==> src/rtl/calib_seq_if.sv <==
// Handshake bundle between the command decoder / calibrators and calib_seq_ctrl.
interface calib_seq_if #(
  parameter int CNT_COL = 4
);
  logic               start;
  logic               abort;
  logic               skip_pixel;
  logic               finish_dly_calib;
  logic               pixel_done;
  logic               rst_dly;
  logic               cs_dly_calib;
  logic               cs_pixel_calib;
  logic [CNT_COL-1:0] col_sel;
  logic               busy;
  logic               done;
  logic               err;
  logic [2:0]         state_o;

  modport master (
    output start, abort, skip_pixel, finish_dly_calib, pixel_done,
    input  rst_dly, cs_dly_calib, cs_pixel_calib, col_sel, busy, done, err, state_o
  );

  modport slave (
    input  start, abort, skip_pixel, finish_dly_calib, pixel_done,
    output rst_dly, cs_dly_calib, cs_pixel_calib, col_sel, busy, done, err, state_o
  );
endinterface

==> src/rtl/calib_seq_ctrl.sv <==
// TDC array calibration sequencer: delay-line reset/calib, settle, then per-column pixel calib.
// IDLE 0 | RST_DLY 1 | DLY_CAL 2 | SETTLE 3 | PIX_CAL 4 | PIX_NEXT 5 | DONE 6 | ERR 7
module calib_seq_ctrl #(
  parameter int NUM_COL       = 16,
  parameter int CNT_COL       = 4,
  parameter int RST_PULSE_CYC = 4,
  parameter int SETTLE_CYC    = 8,
  parameter int TO_BITS       = 10,
  parameter int TIMEOUT_CYC   = 1023
) (
  input logic        clk_div_enable,
  input logic        rst_n,
  calib_seq_if.slave bus
);

  typedef enum logic [2:0] {
    S_IDLE     = 3'd0,
    S_RST_DLY  = 3'd1,
    S_DLY_CAL  = 3'd2,
    S_SETTLE   = 3'd3,
    S_PIX_CAL  = 3'd4,
    S_PIX_NEXT = 3'd5,
    S_DONE     = 3'd6,
    S_ERR      = 3'd7
  } state_e;

  localparam logic [TO_BITS-1:0] RST_LOAD    = TO_BITS'(RST_PULSE_CYC - 1);
  localparam logic [TO_BITS-1:0] SETTLE_LOAD = TO_BITS'(SETTLE_CYC - 1);
  localparam logic [TO_BITS-1:0] TO_LOAD     = TO_BITS'(TIMEOUT_CYC - 1);
  localparam logic [CNT_COL-1:0] LAST_COL    = CNT_COL'(NUM_COL - 1);

  state_e             state_q, state_d;
  logic [TO_BITS-1:0] cnt_q, cnt_d;
  logic [CNT_COL-1:0] col_sel_q, col_sel_d;
  logic               skip_q, skip_d;
  logic               err_q, err_d;
  logic               rst_dly_q, rst_dly_d;
  logic               cs_dly_q, cs_dly_d;
  logic               cs_pix_q, cs_pix_d;
  logic               busy_q, busy_d;
  logic               done_q, done_d;
  logic               cnt_tc;
  logic               accept;

  assign cnt_tc = (cnt_q == '0);

  always_ff @(posedge clk_div_enable) begin
    if (!rst_n) state_q <= S_IDLE;
    else        state_q <= state_d;
  end

  // abort outranks every other transition out of a non-idle state
  always_comb begin
    state_d = state_q;
    if (state_q != S_IDLE && bus.abort) begin
      state_d = S_IDLE;
    end else begin
      case (state_q)
        S_IDLE:     if (bus.start && !bus.abort) state_d = S_RST_DLY;
        S_RST_DLY:  if (cnt_tc) state_d = S_DLY_CAL;
        S_DLY_CAL: begin
          if (bus.finish_dly_calib) state_d = S_SETTLE;
          else if (cnt_tc)          state_d = S_ERR;
        end
        S_SETTLE:   if (cnt_tc) state_d = skip_q ? S_DONE : S_PIX_CAL;
        S_PIX_CAL: begin
          if (bus.pixel_done) state_d = (col_sel_q == LAST_COL) ? S_DONE : S_PIX_NEXT;
          else if (cnt_tc)    state_d = S_ERR;
        end
        S_PIX_NEXT: state_d = S_PIX_CAL;
        default:    state_d = S_IDLE;
      endcase
    end
  end

  // Outputs are decoded from the next state so they register together with it
  always_comb begin
    accept    = (state_q == S_IDLE) && (state_d == S_RST_DLY);
    cnt_d     = cnt_q;
    col_sel_d = col_sel_q;
    skip_d    = skip_q;
    err_d     = err_q;
    if (state_d != state_q) begin
      case (state_d)
        S_RST_DLY:            cnt_d = RST_LOAD;
        S_SETTLE:             cnt_d = SETTLE_LOAD;
        S_DLY_CAL, S_PIX_CAL: cnt_d = TO_LOAD;
        default:              cnt_d = '0;
      endcase
    end else if (!cnt_tc) begin
      cnt_d = cnt_q - 1'b1;
    end
    if (accept) begin
      col_sel_d = '0;
      skip_d    = bus.skip_pixel;
      err_d     = 1'b0;
    end
    if (state_q == S_PIX_CAL && state_d == S_PIX_NEXT) col_sel_d = col_sel_q + 1'b1;
    if (state_d == S_ERR) err_d = 1'b1;
    rst_dly_d = (state_d == S_RST_DLY);
    cs_dly_d  = (state_d == S_DLY_CAL);
    cs_pix_d  = (state_d == S_PIX_CAL);
    busy_d    = (state_d != S_IDLE);
    done_d    = (state_d == S_DONE);
  end

  always_ff @(posedge clk_div_enable) begin
    if (!rst_n) begin
      cnt_q     <= '0;
      col_sel_q <= '0;
      skip_q    <= 1'b0;
      err_q     <= 1'b0;
      rst_dly_q <= 1'b0;
      cs_dly_q  <= 1'b0;
      cs_pix_q  <= 1'b0;
      busy_q    <= 1'b0;
      done_q    <= 1'b0;
    end else begin
      cnt_q     <= cnt_d;
      col_sel_q <= col_sel_d;
      skip_q    <= skip_d;
      err_q     <= err_d;
      rst_dly_q <= rst_dly_d;
      cs_dly_q  <= cs_dly_d;
      cs_pix_q  <= cs_pix_d;
      busy_q    <= busy_d;
      done_q    <= done_d;
    end
  end

  assign bus.rst_dly        = rst_dly_q;
  assign bus.cs_dly_calib   = cs_dly_q;
  assign bus.cs_pixel_calib = cs_pix_q;
  assign bus.col_sel        = col_sel_q;
  assign bus.busy           = busy_q;
  assign bus.done           = done_q;
  assign bus.err            = err_q;
  assign bus.state_o        = state_q;

endmodule

==> src/flat_wrapper.sv <==
// flat-port wrapper written by rule: the top's interface ports become plain ports
module calib_seq_ctrl_flat 
#(
  parameter int NUM_COL       = 16,
  parameter int CNT_COL       = 4,
  parameter int RST_PULSE_CYC = 4,
  parameter int SETTLE_CYC    = 8,
  parameter int TO_BITS       = 10,
  parameter int TIMEOUT_CYC   = 1023
)
  (clk_div_enable, rst_n, bus_start, bus_abort, bus_skip_pixel, bus_finish_dly_calib, bus_pixel_done, bus_rst_dly, bus_cs_dly_calib, bus_cs_pixel_calib, bus_col_sel, bus_busy, bus_done, bus_err, bus_state_o);
  calib_seq_if #(.CNT_COL(CNT_COL)) bus_i ();
  input logic clk_div_enable;
  input logic rst_n;
  input wire logic [$bits(bus_i.start)-1:0] bus_start;
  input wire logic [$bits(bus_i.abort)-1:0] bus_abort;
  input wire logic [$bits(bus_i.skip_pixel)-1:0] bus_skip_pixel;
  input wire logic [$bits(bus_i.finish_dly_calib)-1:0] bus_finish_dly_calib;
  input wire logic [$bits(bus_i.pixel_done)-1:0] bus_pixel_done;
  output wire logic [$bits(bus_i.rst_dly)-1:0] bus_rst_dly;
  output wire logic [$bits(bus_i.cs_dly_calib)-1:0] bus_cs_dly_calib;
  output wire logic [$bits(bus_i.cs_pixel_calib)-1:0] bus_cs_pixel_calib;
  output wire logic [$bits(bus_i.col_sel)-1:0] bus_col_sel;
  output wire logic [$bits(bus_i.busy)-1:0] bus_busy;
  output wire logic [$bits(bus_i.done)-1:0] bus_done;
  output wire logic [$bits(bus_i.err)-1:0] bus_err;
  output wire logic [$bits(bus_i.state_o)-1:0] bus_state_o;
  assign bus_i.start = bus_start;
  assign bus_i.abort = bus_abort;
  assign bus_i.skip_pixel = bus_skip_pixel;
  assign bus_i.finish_dly_calib = bus_finish_dly_calib;
  assign bus_i.pixel_done = bus_pixel_done;
  assign bus_rst_dly = bus_i.rst_dly;
  assign bus_cs_dly_calib = bus_i.cs_dly_calib;
  assign bus_cs_pixel_calib = bus_i.cs_pixel_calib;
  assign bus_col_sel = bus_i.col_sel;
  assign bus_busy = bus_i.busy;
  assign bus_done = bus_i.done;
  assign bus_err = bus_i.err;
  assign bus_state_o = bus_i.state_o;
  calib_seq_ctrl #(.NUM_COL(NUM_COL), .CNT_COL(CNT_COL), .RST_PULSE_CYC(RST_PULSE_CYC), .SETTLE_CYC(SETTLE_CYC), .TO_BITS(TO_BITS), .TIMEOUT_CYC(TIMEOUT_CYC)) u_core (.clk_div_enable(clk_div_enable), .rst_n(rst_n), .bus(bus_i));
endmodule
==> config.mk <==
export PLATFORM = sky130hd
export DESIGN_NAME = calib_seq_ctrl_flat
export DESIGN_NICKNAME = d
export VERILOG_FILES = /design/src/rtl/calib_seq_if.sv /design/src/rtl/calib_seq_ctrl.sv /design/src/flat_wrapper.sv
export SDC_FILE = /design/constraint.sdc
export NUM_CORES = 1
export LEC_CHECK = 0
export BUFFER_PORTS_ARGS = -buffer_cell sky130_fd_sc_hd__buf_4
export CAP_MARGIN = 20
export CORE_ASPECT_RATIO = 0.7
export CORE_UTILIZATION = 30
export CTS_BUF_LIST = sky130_fd_sc_hd__clkbuf_4 sky130_fd_sc_hd__clkbuf_8
export CTS_CLUSTER_SIZE = 14
export DETAILED_ROUTE_END_ITERATION = 8
export PLACE_DENSITY = 0.44
export REMOVE_ABC_BUFFERS = 1
export SYNTH_ARGS = -nofsm -noshare
export SYNTH_HDL_FRONTEND = slang
export SYNTH_SLANG_ARGS = --single-unit
==> constraint.sdc <==
create_clock -name clk_div_enable -period 4.03 [get_ports clk_div_enable]
set_clock_uncertainty 0.15 [all_clocks]
set_input_delay 0.2015 -clock clk_div_enable [delete_from_list [all_inputs] [get_ports clk_div_enable]]
set_output_delay 0.2015 -clock clk_div_enable [all_outputs]
set_load 0.005 [all_outputs]
Word level (Yosys, flattened, before mapping) --
Index checks and enable logic that the tools add are counted.
Word-level totals: bits in registers 24, latch bits 0, bits in writable memories 0, bits in read-only memories 0, input port bits 7, output and inout port bits 13, logic and storage cells 56, memories kept 0
Cells by class: add/subtract/negate cells 2, $mul 0, divide/modulo/power cells 0, $lt $le $gt $ge 0, equal/unequal tests 15, shift operators 0, multiplexer cells 17, bitwise gates (word level) 0, reductions and logical operators 12
Operators by type and width (count):
- 10-bit one-hot mux with 3 select lines | 1
- 3-bit 2-to-1 mux | 7
- 10-bit 2-to-1 mux | 2
- 3-bit equality test (second input constant) | 6
- 3-bit one-hot mux with 6 select lines | 1
- 3-bit by 2-bit equality test with 1-bit output (second input constant) | 4
- 10-bit logical NOT | 1
- 10-bit by 1-bit subtractor with 10-bit output (second input constant) | 1
- 4-bit 2-to-1 mux | 2
- 3-bit by 1-bit equality test with 1-bit output (second input constant) | 2
- 3-bit nonzero test | 2
- 4-bit by 1-bit adder with 4-bit output (second input constant) | 1
- 4-bit equality test (second input constant) | 1
- 1-bit logical AND | 4
- 2-bit 2-to-1 mux | 2
- 2-bit nonzero test | 2
- 3-bit logical NOT | 1
- 3-bit inequality test | 1
- 1-bit 2-to-1 mux | 2
- 2-bit inequality test (second input constant) | 1
- 2-bit OR reduction | 1
- 1-bit logical NOT | 1

Depth between registers and ports, before layout --
word-level depth 9, gate-level depth with buffers 11

Least setup slack after synthesis --
Ideal clock, no wire load.
path type register -> register, start register u_core.cnt_q[0], end register u_core.cnt_q[8], setup time 0.073 ns, arrival time 2.167 ns, data required time 3.807 ns, setup slack 1.640 ns, cell stages (with the launch flop) 10, path buffers 1, clock period less this slack 2.390 ns, cell sequence dfxtp_1 -> inv_1 -> ha_1 -> nor3b_1 -> nand3_2 -> buf_2 -> o31a_1 -> xnor2_1 -> or4_4 -> o21ai_1
On the way: word-level cells in the longest chain between the ends 9
RTL lines:
- start: declaration | line calib_seq_ctrl.sv:33 | logic [TO_BITS-1:0] cnt_q, cnt_d;
- start signal: assignment | line calib_seq_ctrl.sv:119 | cnt_q <= cnt_d;
- 10-bit logical NOT | line calib_seq_ctrl.sv:45 | assign cnt_tc = (cnt_q == '0);
- 3-bit 2-to-1 mux | line calib_seq_ctrl.sv:63, calib_seq_ctrl.sv:68
- 3-bit 2-to-1 mux (on tied branches) | line calib_seq_ctrl.sv:67, calib_seq_ctrl.sv:62
- 3-bit one-hot mux with 6 select lines | line calib_seq_ctrl.sv:58 | case (state_q)
- 3-bit 2-to-1 mux | line calib_seq_ctrl.sv:55 | if (state_q != S_IDLE && bus.abort) begin
- 3-bit equality test or 3-bit by 2-bit equality test with 1-bit output (tied branches) | line calib_seq_ctrl.sv:84 | case (state_d)
- 2-bit OR reduction | line calib_seq_ctrl.sv:84
- 10-bit one-hot mux with 3 select lines | line calib_seq_ctrl.sv:84
- 10-bit 2-to-1 mux | line calib_seq_ctrl.sv:83 | if (state_d != state_q) begin
Parallel ways exist; a longest one is shown, timed or not. The select of a mux whose other input is x is not followed. A chain may end at the register's enable or synchronous reset.

Worst setup path in the final report --
start register u_core.cnt_q[0], end register u_core.cnt_q[4]
The elaborated chain is that of the path after synthesis.

==> impl_metrics.ini <==
[clock_tree]
postCtsSetupRepairBufs = 0
holdBufCountCts = 0
cts_buffer_depth = 2
cts-root-buf = clkbuf_8
htree_levels = 1
clock_sinks = 24
cts-resized-gates = 0
clk_pin_slew_worst_paths_ns = 0.09
tritoncts = yes
cts_buffers = 3
clock_latency_ns = 0.27

[setup_path]
crit_family = simple AND/OR/NAND/NOR gates
start_kind = flop
slowest_stage = or4_4
reg2reg_to = u_core.cnt_q[4]
r2r_setup_slack_ns = 1.18
max_stage_delay_ns = 0.56
path_max_fanout = 11
path_class = reg -> reg
cp.arrival_ns = 2.90
crit_top_cell = a211oi_2
endpoint_kind = flop
regToRegStartpoint = u_core.cnt_q[0]
crit_chain = inv_1 > ha_1 > nor3b_1 > nand3_2 > o31a_1 > a211oi_2 > a211oi_2 > or4_4 > o21ai_1
ff2ff_path_depth = 9
critPathBufInv = 1
cp.required_ns = 4.08

[place]
post_dp_cell_area_sq_mm = 0.00147
place_hpwl_microns = 2280
gp_congestion = 0.766
port_buffers = 19
dp_cells = 218

[final_layout]
post-route-util = 0.384
regMostFlops = u_core.cnt_q
syn_to_final_growth_pct = 20.2
largest_reg_flops = 10
drive_gt1_frac = 0.176
antennaDiodeCount = 0
fin_area_sq_mm = 0.00154
final_cells = 222
final_nets = 180

[grt]
grt-ovfl-total = 0
grt_pass1_vias = 1032
grt_start_max_net_pins = 15
grt_pass1_wl_microns = 5120
antenna_found_initial = 0
track_usage = 0.149

[sta]
final-max-slew-violation-count = 0
worst_pin_slew_ns = 0.599
final-hold-violation-count = 0
finalCritPeriodShare = 0.708
relSlewSlack = 0.598
rsz0062_at_grt = false
tns_ns = 0
layout_min_cycle_time_ns = 2.85
setup_violations = 0
max_freq_mhz = 351

[logic_synthesis]
synth_simple_gate_area_frac = 0.297
synthMuxAreaShare = 0.0156
synth_ff_type = dfxtp_1
syn-instance-count = 152
syn_area_sq_mm = 0.00128
synth_seq_area_share = 0.374
synth_cell_type_count = 44
yosys_warnings = 0
async_reset_ff_frac = 0
synth-adder-area-share = 0.0195
synth_compound_gate_area_share = 0.189
ys_seq_elements = 24
synth_top_family_by_area = simple AND/OR/NAND/NOR gates
synth-xor-area-share = 0.0750
avgSynthCellArea_sq_um = 8.45
synth_edf_count = 0

[status]
status = finished, final reports clean

[power]
p_per_area_mw_per_mm2 = 645
power.share.clock = 0.215
p_sw_frac = 0.388
internal_power_mw = 0.609
p_leak_nw = 0.622
combPwrFrac = 0.443
p_seq_frac = 0.342
irDropWorstVdd_mv = 0.220
p_sw_mw = 0.387

[min_path]
worstHoldEndpoint = u_core.skip_q
min_path_cells = 3
worstHoldStart = bus_skip_pixel
hold_path_class = in -> reg

[die]
coreArea_sq_mm = 0.00402
rows = 19
dieArea_sq_mm = 0.00455
die-height_microns = 56.8
initial_utilization = 0.320
chipWidth_microns = 80.2
ios = 20

[route]
drt_pass1_iterations = 4
routed_wl_microns = 3110
vias = 1133
detail-route-antenna-nets = 0
wl_per_cell_microns = 14.0
drc_errors = 0
vias_per_cell = 5.10
first_iter_violations = 58

[job]
drv_cap = 0
-- power by group through the flow --
stage | logic (mW) | registers, mW | clock network, mW
2_1_floorplan | 0.338 | 0.335 | 0
3_3_place_gp | 0.431 | 0.343 | 0
3_5_place_dp | 0.437 | 0.345 | 0
4_1_cts | 0.440 | 0.340 | 0.220
5_1_grt | 0.495 | 0.347 | 0.228
6_report | 0.441 | 0.341 | 0.214
-- tightest hold or removal path: stages --
cell and delay [ns]:
buf_4 0.08, mux2i_1 0.05, nor2b_1 0.09
-- stage by stage --
| stage | setup WS [ns] | hold WS [ns] | power, mW |
|---|---|---|---|
| after floorplan | 1.50 | 0.173 | 0.674 |
| after global placement | 1.35 | 0.309 | 0.775 |
| after detailed placement | 1.25 | 0.327 | 0.782 |
| after CTS | 1.22 | 0.0422 | 1.00 |
| after global routing | 1.02 | 0.101 | 1.07 |
| final | 1.18 | 0.0394 | 0.996 |
-- layout by cell type (no fill, tap or decap), drive strengths merged, types with 2 or more instances in the layout --
master  count
nor2       14
xnor2       7
nand3       8
mux2i       2
a21oi       7
dfxtp      24
nor4        3
o22ai       4
nor3        3
clkbuf      3
xor2        4
nor2b       7
and4        2
nand2b      4
inv         3
a211oi      2
ha          2
nand2      12
buf        20
nor3b       2
o211ai      2
o31a        2
o21ai      13
and2        2
and3        2
-- cell usage after synthesis, drive strengths merged (4+ instances only) --
library cell	n	share of area
nand3	8	0.035
nand2b	4	0.019
nor2b	7	0.034
xnor2	7	0.048
nor2	14	0.041
a21oi	7	0.027
xor2	4	0.027
nand2	12	0.035
o21ai	13	0.051
buf	4	0.016
dfxtp	24	0.37
o22ai	4	0.019
-- kinds of logic after synthesis --
group                      after synthesis
DFF                                     24
AOI/OAI and AO/OA                       37
and+or+nand+nor                         67
xor gates and xnor gates                11
adders and majority gates                2
buffers and inverters                    9
muxes                                    2
-- how the worst max path moves through the flow --
stage,to,depth (start not counted),slack (ns),startpoint
after floorplan,u_core.cnt_q[8],9,1.50,u_core.cnt_q[0]
after global placement,u_core.cnt_q[8],9,1.35,u_core.cnt_q[0]
after detailed placement,u_core.cnt_q[4],9,1.25,u_core.cnt_q[0]
after CTS,u_core.cnt_q[4],9,1.22,u_core.cnt_q[0]
after global routing,u_core.cnt_q[4],9,1.02,u_core.cnt_q[0]
final,u_core.cnt_q[4],9,1.18,u_core.cnt_q[0]
-- layout make-up --
cell class / instances / area [sq um]
Tap cell: 52 / 65.1
Inverter: 3 / 11.3
Sequential cell: 24 / 480
Clock buffer: 3 / 41.3
Multi-Input combinational cell: 119 / 766
Clock inverter: 1 / 30.0
Timing Repair Buffer: 20 / 150
Fill cell: 408 / 2470
-- per-layer routing --
metal,GRT usage,wire length [microns],vias up
met2,0.215,1330,22
li1,-,-,583
met5,0,0,-
met1,0.215,1610,524
met3,0.0423,137,4
met4,0.0357,28,0
Power figures use the tool's default switching activity.
